`config.mk`:
```
export PLATFORM = sky130hd
export DESIGN_NAME = tic_tac_toe_computer_player_flat
export DESIGN_NICKNAME = d
export VERILOG_FILES = /design/src/rtl/tic_tac_toe_pkg.sv /design/src/rtl/tic_tac_toe_computer_player_if.sv /design/src/rtl/tic_tac_toe_line_eval.sv /design/src/rtl/tic_tac_toe_computer_player.sv /design/src/flat_wrapper.sv
export SDC_FILE = /design/constraint.sdc
export NUM_CORES = 1
export LEC_CHECK = 0
export ABC_AREA = 1
export CORE_MARGIN = 2
export CORE_UTILIZATION = 34
export CTS_CLUSTER_SIZE = 8
export DETAILED_ROUTE_END_ITERATION = 8
export HOLD_SLACK_MARGIN = 0.06
export SLEW_MARGIN = 20
export SYNTH_ARGS = -nofsm -noshare
export SYNTH_HDL_FRONTEND = slang
export SYNTH_SLANG_ARGS = --single-unit
```
`constraint.sdc`:
```
create_clock -name clock -period 2.57 [get_ports clock]
set_clock_uncertainty 0.2 [all_clocks]
set_input_delay 0.514 -clock clock [delete_from_list [all_inputs] [get_ports clock]]
set_output_delay 0.514 -clock clock [all_outputs]
set_load 0.01 [all_outputs]
```
`src/rtl/tic_tac_toe_pkg.sv`:
```
// Shared definitions for the tic-tac-toe computer opponent: cell codes,
// line and pick-order tables, FSM state encoding and a cell extraction helper.
package tic_tac_toe_pkg;

    localparam logic [1:0] CELL_EMPTY    = 2'b00;
    localparam logic [1:0] CELL_PLAYER   = 2'b01;
    localparam logic [1:0] CELL_COMPUTER = 2'b10;

    localparam logic [2:0] ST_IDLE  = 3'd0;
    localparam logic [2:0] ST_WIN   = 3'd1;
    localparam logic [2:0] ST_BLOCK = 3'd2;
    localparam logic [2:0] ST_PICK  = 3'd3;
    localparam logic [2:0] ST_OUT   = 3'd4;

    localparam logic [3:0] LINE_CELLS [0:7][0:2] = '{
        '{4'd0, 4'd1, 4'd2},
        '{4'd3, 4'd4, 4'd5},
        '{4'd6, 4'd7, 4'd8},
        '{4'd0, 4'd3, 4'd6},
        '{4'd1, 4'd4, 4'd7},
        '{4'd2, 4'd5, 4'd8},
        '{4'd0, 4'd4, 4'd8},
        '{4'd2, 4'd4, 4'd6}
    };

    // Centre first, then corners, then edges.
    localparam logic [3:0] PICK_ORDER [0:8] = '{
        4'd4, 4'd0, 4'd2, 4'd6, 4'd8, 4'd1, 4'd3, 4'd5, 4'd7
    };

    function automatic logic [1:0] cell_at(input logic [17:0] snap, input logic [3:0] pos);
        return snap[{pos, 1'b0} +: 2];
    endfunction

endpackage

```
`src/rtl/tic_tac_toe_computer_player_if.sv`:
```
// Connection between the game core (master) and the computer player (slave).
interface tic_tac_toe_computer_player_if;

    // request is a level held by the master and sampled only while the player
    // is idle; pc is a one-way valid pulse with no ready, so the game must take
    // computer_position on every cycle pc is high. no_move never coincides with pc.
    logic        request;
    logic [17:0] board;
    logic        pc;
    logic [3:0]  computer_position;
    logic        busy;
    logic        no_move;
    logic [2:0]  fsm_state;

    modport master (
        output request, board,
        input  pc, computer_position, busy, no_move, fsm_state
    );

    modport slave (
        input  request, board,
        output pc, computer_position, busy, no_move, fsm_state
    );

endinterface

```
`src/rtl/tic_tac_toe_line_eval.sv`:
```
// Checks one three-cell line for two cells of a given mark plus one empty cell.
module tic_tac_toe_line_eval
    import tic_tac_toe_pkg::*;
(
    input  logic [1:0] cell_a,
    input  logic [1:0] cell_b,
    input  logic [1:0] cell_c,
    input  logic [1:0] mark,
    output logic       hit,
    output logic [1:0] empty_slot
);

    always_comb begin
        hit        = 1'b0;
        empty_slot = 2'd0;
        if (cell_a == mark && cell_b == mark && cell_c == CELL_EMPTY) begin
            hit        = 1'b1;
            empty_slot = 2'd2;
        end else if (cell_a == mark && cell_c == mark && cell_b == CELL_EMPTY) begin
            hit        = 1'b1;
            empty_slot = 2'd1;
        end else if (cell_b == mark && cell_c == mark && cell_a == CELL_EMPTY) begin
            hit        = 1'b1;
            empty_slot = 2'd0;
        end
    end

endmodule

```
`src/rtl/tic_tac_toe_computer_player.sv`:
```
// Computer opponent: snapshots the board, scans for a win, then a block,
// then falls back to a fixed preference order, and emits the move as a pc pulse.
module tic_tac_toe_computer_player
    import tic_tac_toe_pkg::*;
#(
    parameter int unsigned PC_PULSE_CYCLES = 1
) (
    input  logic                          clock,
    input  logic                          reset,
    tic_tac_toe_computer_player_if.slave  bus
);

    localparam int CW = (PC_PULSE_CYCLES > 1) ? $clog2(PC_PULSE_CYCLES) : 1;
    localparam logic [CW-1:0] PULSE_LAST = CW'(PC_PULSE_CYCLES - 1);

    logic [2:0]    state;
    logic [2:0]    idx;
    logic [17:0]   snapshot;
    logic [CW-1:0] pulse_cnt;
    logic          pc_q;
    logic          no_move_q;
    logic [3:0]    position_q;

    logic [1:0]    mark;
    logic          line_hit;
    logic [1:0]    empty_slot;
    logic [3:0]    hit_pos;
    logic          pick_found;
    logic [3:0]    pick_pos;

    // One evaluator serves both scans; only the mark differs.
    assign mark = (state == ST_BLOCK) ? CELL_PLAYER : CELL_COMPUTER;

    tic_tac_toe_line_eval u_line_eval (
        .cell_a     (cell_at(snapshot, LINE_CELLS[idx][0])),
        .cell_b     (cell_at(snapshot, LINE_CELLS[idx][1])),
        .cell_c     (cell_at(snapshot, LINE_CELLS[idx][2])),
        .mark       (mark),
        .hit        (line_hit),
        .empty_slot (empty_slot)
    );

    assign hit_pos = LINE_CELLS[idx][empty_slot];

    always_comb begin
        pick_found = 1'b0;
        pick_pos   = 4'd0;
        for (int i = 0; i < 9; i++) begin
            if (!pick_found && cell_at(snapshot, PICK_ORDER[i]) == CELL_EMPTY) begin
                pick_found = 1'b1;
                pick_pos   = PICK_ORDER[i];
            end
        end
    end

    always_ff @(posedge clock) begin
        if (reset) begin
            state      <= ST_IDLE;
            idx        <= 3'd0;
            snapshot   <= 18'd0;
            pulse_cnt  <= '0;
            pc_q       <= 1'b0;
            no_move_q  <= 1'b0;
            position_q <= 4'd0;
        end else begin
            no_move_q <= 1'b0;
            case (state)
                ST_IDLE: begin
                    if (bus.request) begin
                        snapshot <= bus.board;
                        idx      <= 3'd0;
                        state    <= ST_WIN;
                    end
                end
                ST_WIN, ST_BLOCK: begin
                    if (line_hit) begin
                        position_q <= hit_pos;
                        pc_q       <= 1'b1;
                        pulse_cnt  <= '0;
                        state      <= ST_OUT;
                    end else if (idx == 3'd7) begin
                        idx   <= 3'd0;
                        state <= (state == ST_WIN) ? ST_BLOCK : ST_PICK;
                    end else begin
                        idx <= idx + 3'd1;
                    end
                end
                ST_PICK: begin
                    if (pick_found) begin
                        position_q <= pick_pos;
                        pc_q       <= 1'b1;
                        pulse_cnt  <= '0;
                        state      <= ST_OUT;
                    end else begin
                        no_move_q <= 1'b1;
                        state     <= ST_IDLE;
                    end
                end
                ST_OUT: begin
                    if (pulse_cnt == PULSE_LAST) begin
                        pc_q  <= 1'b0;
                        state <= ST_IDLE;
                    end else begin
                        pulse_cnt <= pulse_cnt + 1'b1;
                    end
                end
                default: begin
                    pc_q  <= 1'b0;
                    state <= ST_IDLE;
                end
            endcase
        end
    end

    assign bus.pc                = pc_q;
    assign bus.no_move           = no_move_q;
    assign bus.computer_position = position_q;
    assign bus.busy              = (state != ST_IDLE);
    assign bus.fsm_state         = state;

endmodule

```
`src/flat_wrapper.sv`:
```
// flat-port wrapper written by rule: the top's interface ports become plain ports
module tic_tac_toe_computer_player_flat import tic_tac_toe_pkg::*;
#(
    parameter int unsigned PC_PULSE_CYCLES = 1
)
  (clock, reset, bus_request, bus_board, bus_pc, bus_computer_position, bus_busy, bus_no_move, bus_fsm_state);
  tic_tac_toe_computer_player_if bus_i ();
  input  logic clock;
  input  logic reset;
  input wire logic [$bits(bus_i.request)-1:0] bus_request;
  input wire logic [$bits(bus_i.board)-1:0] bus_board;
  output wire logic [$bits(bus_i.pc)-1:0] bus_pc;
  output wire logic [$bits(bus_i.computer_position)-1:0] bus_computer_position;
  output wire logic [$bits(bus_i.busy)-1:0] bus_busy;
  output wire logic [$bits(bus_i.no_move)-1:0] bus_no_move;
  output wire logic [$bits(bus_i.fsm_state)-1:0] bus_fsm_state;
  assign bus_i.request = bus_request;
  assign bus_i.board = bus_board;
  assign bus_pc = bus_i.pc;
  assign bus_computer_position = bus_i.computer_position;
  assign bus_busy = bus_i.busy;
  assign bus_no_move = bus_i.no_move;
  assign bus_fsm_state = bus_i.fsm_state;
  tic_tac_toe_computer_player #(.PC_PULSE_CYCLES(PC_PULSE_CYCLES)) u_core (.clock(clock), .reset(reset), .bus(bus_i));
endmodule
```
==> results of run 1 <==
path summary, 6_finish.rpt:
check                           slack [ns]                                      endpoint                       start  cells past startpoint
worst min-delay path                  0.28                    u_core.bus.pc$_SDFFE_PP0P_  u_core.bus.pc$_SDFFE_PP0P_                      2
worst max-delay path                  0.06  u_core.bus.computer_position[1]$_SDFFE_PP0P_  u_core.idx[1]$_SDFFE_PP0P_                     20
worst max register to register        0.06  u_core.bus.computer_position[1]$_SDFFE_PP0P_  u_core.idx[1]$_SDFFE_PP0P_                     20
worst min register to register        0.28                    u_core.bus.pc$_SDFFE_PP0P_  u_core.bus.pc$_SDFFE_PP0P_                      2
cells in the final DEF (no fill, tap or decap):
master,count
a21boi_2,2
a21oi_1,25
a21oi_2,4
a21oi_4,1
buf_12,1
buf_4,32
buf_6,4
clkbuf_1,1
clkbuf_8,6
clkdlybuf4s50_1,30
clkinv_2,1
dfxtp_1,27
dfxtp_2,3
ha_1,2
ha_4,4
inv_1,35
inv_2,7
inv_4,2
inv_6,1
nand2_1,56
nand2_2,17
nand2_4,12
nand2_8,3
nand3_1,51
nand3_2,15
nand3_4,3
nand4_1,5
nand4_4,1
nor2_1,17
nor2_2,4
nor2_4,4
nor3_1,2
o2111ai_1,1
o21ai_0,22
o21ai_1,4
o21ai_2,3
o21ai_4,2
o22ai_1,2
o31ai_1,2
or2_2,1
sequential cells by signal, summed over array words and instances, names as in the netlist:
signal and cells:
u_core.idx 3, u_core.snapshot 18, u_core.bus.computer_position 4, u_core.bus.pc 1
u_core.bus.fsm_state 3, u_core.bus.no_move 1
metrics by stage:
stage	cell area [sq um]	setup WS [ns]	std cells	utilization [%]
global route	3300	-0.0767	492	52.5
detailed placement	2770	-0.140	477	44.1
floorplan	2180	0.0359	347	-
global placement	2770	-0.147	477	44.1
CTS	2900	0.00442	487	46.1
finish	3300	0.0631	492	52.5
cells by family (layout without fill, tap and decap cells):
logic type	Yosys count	count (layout)
AO/OA/AOI/OAI	68	68
adder cells (fa/ha/maj)	6	6
buffers and inverters	52	120
flip-flops	30	30
AND/OR/NAND/NOR	191	191
worst reg2reg max path, cell delays in order, from the launching register on:
cell and delay [ns]:
dfxtp_2 0.35, inv_4 0.06, buf_6 0.12, ha_4 0.15, inv_2 0.06, nand2_4 0.09, nand2_8 0.12, nand2_2 0.06
nand3_2 0.07, nand2_1 0.07, nand2_2 0.07, nand2_2 0.06, nand2_4 0.09, nand3_4 0.11, nor2_4 0.14, nand2_4 0.10
nand3_4 0.11, nand2_4 0.07, nand2_4 0.11, nand3_2 0.09, a21oi_2 0.14
repair_timing:
item | CTS | global route
setup endpoints to repair | 11 | 11
resized for setup | 7 | 93
buffers inserted | 2 | 5
pin swaps | 3 | 32
cell type report:
| class | count | area, sq um | share of cell area [%] |
|---|---|---|---|
| multi-input cells | 265 | 1720 | 52.2 |
| repair buffers | 67 | 606 | 18.4 |
| flip-flops and latches | 30 | 604 | 18.3 |
| inverters | 45 | 179 | 5.42 |
| well taps | 77 | 96.3 | 2.92 |
| clock buffers | 7 | 86.3 | 2.62 |
| clock inverters | 1 | 5.00 | 0.152 |
layer usage:
metal | wire (microns) | share of wire [%]
met5 | 0 | 0
met4 | 210 | 3.0
met3 | 421 | 5.9
met2 | 3320 | 47
met1 | 3160 | 44
Yosys cell counts:
master     count
nor2_2         3
inv_1         42
nand2_4        5
ha_1           6
nand4_1        5
bufbuf_8       1
o21ai_2        2
buf_6          1
nand2_8        1
o22ai_1        2
nand3_2        2
nand2_1       75
inv_2          3
clkbuf_1       5
o31ai_1        2
a21oi_2        2
nand3_1       67
nand4_2        1
a21boi_1       2
o2111ai_1      1
nor2_1        22
nor3_1         2
o21ai_0       28
o21ai_1        1
a21oi_1       28
nand2_2        7
dfxtp_1       30
or2_2          1
power breakdown:
part	total, mW	internal [mW]	switching [mW]
sequential	0.730	0.609	0.121
combinational	3.54	1.43	2.11
clock	0.398	0.216	0.182
total	4.67	2.26	2.41
==> metrics.cfg, run 1 <==
[floorplanning]
dieArea_sq_um=7080
core_sq_um=6280
fp-row-count=29
die_h_microns=84.1
boundaryPins=31
die_w_microns=84.1
initial_core_util_pct=34.8

[worst_setup_path]
cp.required_ns=2.58
slowest_stage=dfxtp_2
path_delay_family=simple AND/OR/NAND/NOR gates
cp_num_buf_inv=3
arrival_ns=2.52
cp_max_fo=8
cp-start-kind=flop
path_class=flop to flop
critPathMaxStageDelay_ns=0.35
cp_common_cell=nand2_4
worstPathCellList=inv_4, buf_6, ha_4, inv_2, nand2_4, nand2_8, nand2_2, nand3_2, nand2_1, nand2_2, nand2_2, nand2_4, nand3_4, nor2_4, nand2_4, nand3_4, nand2_4, nand2_4, nand3_2, a21oi_2
endpoint_kind=flop

[sta]
rsz0062_at_grt=yes
finalSetupViolCount=0
min_period_ns=2.51
finalCritPeriodShare_pct=97.5
finalHoldViolations=0
whs_ns=0.281
slew_viol_final=0
relSlewSlack_pct=66.5
worstMarginPinSlew_ns=0.501
fin_setup_tns_ns=0
clock.fmax_mhz=399

[placed_design]
place_congestion=0.899
hpwl_microns=5090
io_buffers=30

[pwr]
power.leakage_nw=1.48
ir_drop_v=0.000671
power.total_mw=4.67
power_density_nw_per_um2=1420

[grt]
grtUsageMet2_pct=29.9
grt_pass1_wl_microns=10800
grt_overflow=0
use_met3_pct=3.05
grt_max_degree=36
busiest_layer=met2
grt.total_usage_pct=18.7
grt_use_met1_pct=25.4
grt_pass1_vias=2335
antenna_found_initial=0

[synthesis]
synthSimpleGateAreaFrac_pct=42.1
synth_mux_area_share_pct=0
syn_area_per_cell_sq_um=6.29
synth_fa_ha_area_share_pct=3.44
synth_top_cell_area_share_pct=27.5
synth_compound_area_share_pct=17.0
ys_ff_latch=30
yosys_warnings=0
synth_cells=347
ys_seq_area_share_pct=27.5
netlist_area_sq_um=2180
synth_cell_type_count=28
synth_top_family_by_area=simple AND/OR/NAND/NOR gates
ys_top_cells_by_area=dfxtp_1 28%, nand3_1 15%, nand2_1 13%
synth_xor_area_share_pct=0
syn-num-nets=374
yosys.area.top_type=dfxtp_1

[cts]
clockBufferDepth=2
clkSinkCount=30
clkTransAtPathRegs_ns=0.06
numCtsBuffers=5
hold_buffers=0
htreeDepth=2
cts_tree=built
clock_latency_ns=0.28
root_buffer=clkbuf_8

[finish]
antenna_cells=0
final_nets=441
nFillCells=609
areaGrowthSynthToFinish_pct=51.1
drive_above_1_share_pct=32.0

[route]
ant_nets=0
wl_per_cell_microns=14.4
drc=0
drt-total-wl_microns=7110
via_per_inst=5.29
vias=2605
drt-initial-drc-count=210
first_pass_iters=5

[run]
cap_violations=0

[run_status]
outcome=finished, final reports clean

[worst_hold_path]
worstHoldPathType=flop to flop

Note: power is estimated with default switching activity, not from simulation.
==> inputs of run 2 (changes only) <==
Settings changed: CTS_CLUSTER_SIZE 8 to not set, SETUP_SLACK_MARGIN set to 0.2.
==> metrics.cfg, run 2 (synthesis gave the netlist of run 1 again) <==
[cts]
htreeDepth=2
numCtsBuffers=5
root_buffer=clkbuf_8
clockBufferDepth=2
clock_latency_ns=0.30
clkTransAtPathRegs_ns=0.08
cts_tree=built
hold_buffers=0
clkSinkCount=30

[worst_setup_path]
path_class=flop to flop
arrival_ns=2.50
worstReg2RegEnd=u_core.bus.computer_position[3]$_SDFFE_PP0P_
reg2reg_depth=18
endpoint_kind=flop
cp.required_ns=2.55
r2r_setup_slack_ns=0.05
r2r_start=u_core.idx[0]$_SDFFE_PP0P_
cp_max_fo=7
cp-start-kind=flop

[grt]
grt.total_usage_pct=20.1
grt_max_degree=36
grt_pass1_wl_microns=11400
grt_pass1_vias=2390
grt_overflow=0
antenna_found_initial=0

[floorplanning]
core_sq_um=6280
die_h_microns=84.1
dieArea_sq_um=7080
fp-row-count=29
boundaryPins=31
die_w_microns=84.1
initial_core_util_pct=34.8

[run]
cap_violations=0

[pwr]
power_density_nw_per_um2=1420
power.total_mw=4.62
ir_drop_v=0.000676
power_frac_clock_pct=10.2
p_int_mw=2.26
power.leakage_nw=1.46
switchingPower_mw=2.36
combPwrFrac_pct=73.8
sw_frac_of_total_pct=51.0
seqPwrFrac_pct=16.1

[sta]
slew_viol_final=0
min_period_ns=2.52
finalHoldViolations=0
rsz0062_at_grt=yes
finalCritPeriodShare_pct=98.0
relSlewSlack_pct=64.1
fin_setup_tns_ns=0
finalSetupViolCount=0
clock.fmax_mhz=397
worstMarginPinSlew_ns=0.538

[route]
drt-initial-drc-count=160
wl_per_cell_microns=14.6
via_per_inst=5.27
ant_nets=0
drc=0
first_pass_iters=5
drt-total-wl_microns=7120
vias=2577

[finish]
final_nets=438
layout_common_cells=59 x nand2_1, 51 x nand3_1, 33 x inv_1
regMostFlops=u_core.snapshot
largest_reg_flops=18
areaGrowthSynthToFinish_pct=49.1
antenna_cells=0
layout_commonest_cell=nand2_1
drive_above_1_share_pct=32.3

[worst_hold_path]
hold_end=u_core.bus.computer_position[1]$_SDFFE_PP0P_
worstHoldPathCells=2
worstHoldPathType=flop to flop
min-delay-start=u_core.bus.computer_position[1]$_SDFFE_PP0P_

[placed_design]
io_buffers=30
hpwl_microns=5390
place_congestion=0.899

[run_status]
outcome=finished, final reports clean

[run 2: cell type report]
cell class | instances | area (sq um)
clock buffer | 8 | 110
inverter | 45 | 181
fill | 622 | 3020
timing repair buffer | 64 | 579
tap | 77 | 96.3
multi-input combinational | 265 | 1680
sequential | 30 | 608
[run 2: how the worst max path moves through the flow]
stage	startpoint	to	slack (ns)	cells after the start
after global routing	u_core.idx[0]$_SDFFE_PP0P_	u_core.bus.computer_position[3]$_SDFFE_PP0P_	-0.09	18
final	u_core.idx[0]$_SDFFE_PP0P_	u_core.bus.computer_position[3]$_SDFFE_PP0P_	0.05	18
after detailed placement	u_core.idx[0]$_SDFFE_PP0P_	u_core.bus.computer_position[0]$_SDFFE_PP0P_	-0.08	16
after global placement	u_core.idx[0]$_SDFFE_PP0P_	u_core.bus.computer_position[0]$_SDFFE_PP0P_	-0.05	16
after CTS	u_core.idx[0]$_SDFFE_PP0P_	u_core.bus.computer_position[0]$_SDFFE_PP0P_	0.12	17
after floorplan	u_core.idx[0]$_SDFFE_PP0P_	u_core.bus.computer_position[0]$_SDFFE_PP0P_	0.21	16
[run 2: what timing repair did]
item | 4_1_cts | 5_1_grt
setup buffers | 8 | 5
cloned | 0 | 0
pin swaps | 17 | 29
resized for setup | 30 | 60
endpoints found under the setup margin | 11 | 12
endpoints found under the hold margin | 0 | 0
[run 2: per-stage QoR]
stage	utilization, %	hold WS (ns)	setup WS, ns	instances	cell area [sq um]
after floorplan	-	0.254	0.205	347	2220
after global placement	43.6	0.266	-0.0495	468	2740
after detailed placement	43.6	0.272	-0.0847	468	2740
after CTS	48.1	0.282	0.123	484	3020
after global routing	51.9	0.317	-0.0888	489	3260
final	51.9	0.276	0.0526	489	3260
[run 2: power groups by stage]
stage | combinational, mW | clock, mW | sequential (mW)
floorplan | 1.75 | 0 | 0.720
global placement | 2.60 | 0 | 0.737
detailed placement | 2.58 | 0 | 0.737
CTS | 2.90 | 0.476 | 0.733
global route | 3.73 | 0.493 | 0.760
finish | 3.41 | 0.469 | 0.742
[run 2: per-layer routing]
layer  vias up  share of wire [%]  global-route usage (%)
li1       1297                  -                       -
met1      1188                 45                    26.7
met2        73                 47                    32.3
met3        19                5.9                    3.05
met4         0                2.9                    8.65
met5         -                  0                       0
[run 2: worst max-delay path, cell delays in order, from the launching register on]
cell and delay, ns:
dfxtp_4 0.40, inv_4 0.05, ha_4 0.32, inv_4 0.06, nand2_4 0.07, o21ai_4 0.08, inv_2 0.06, nand4_1 0.12
a21boi_2 0.19, nand2_2 0.11, nand2_2 0.07, inv_2 0.10, nand2_4 0.09, nand3_2 0.09, nand2_2 0.07, nand2_4 0.11
inv_4 0.05, nor2_2 0.10, nor2_1 0.04
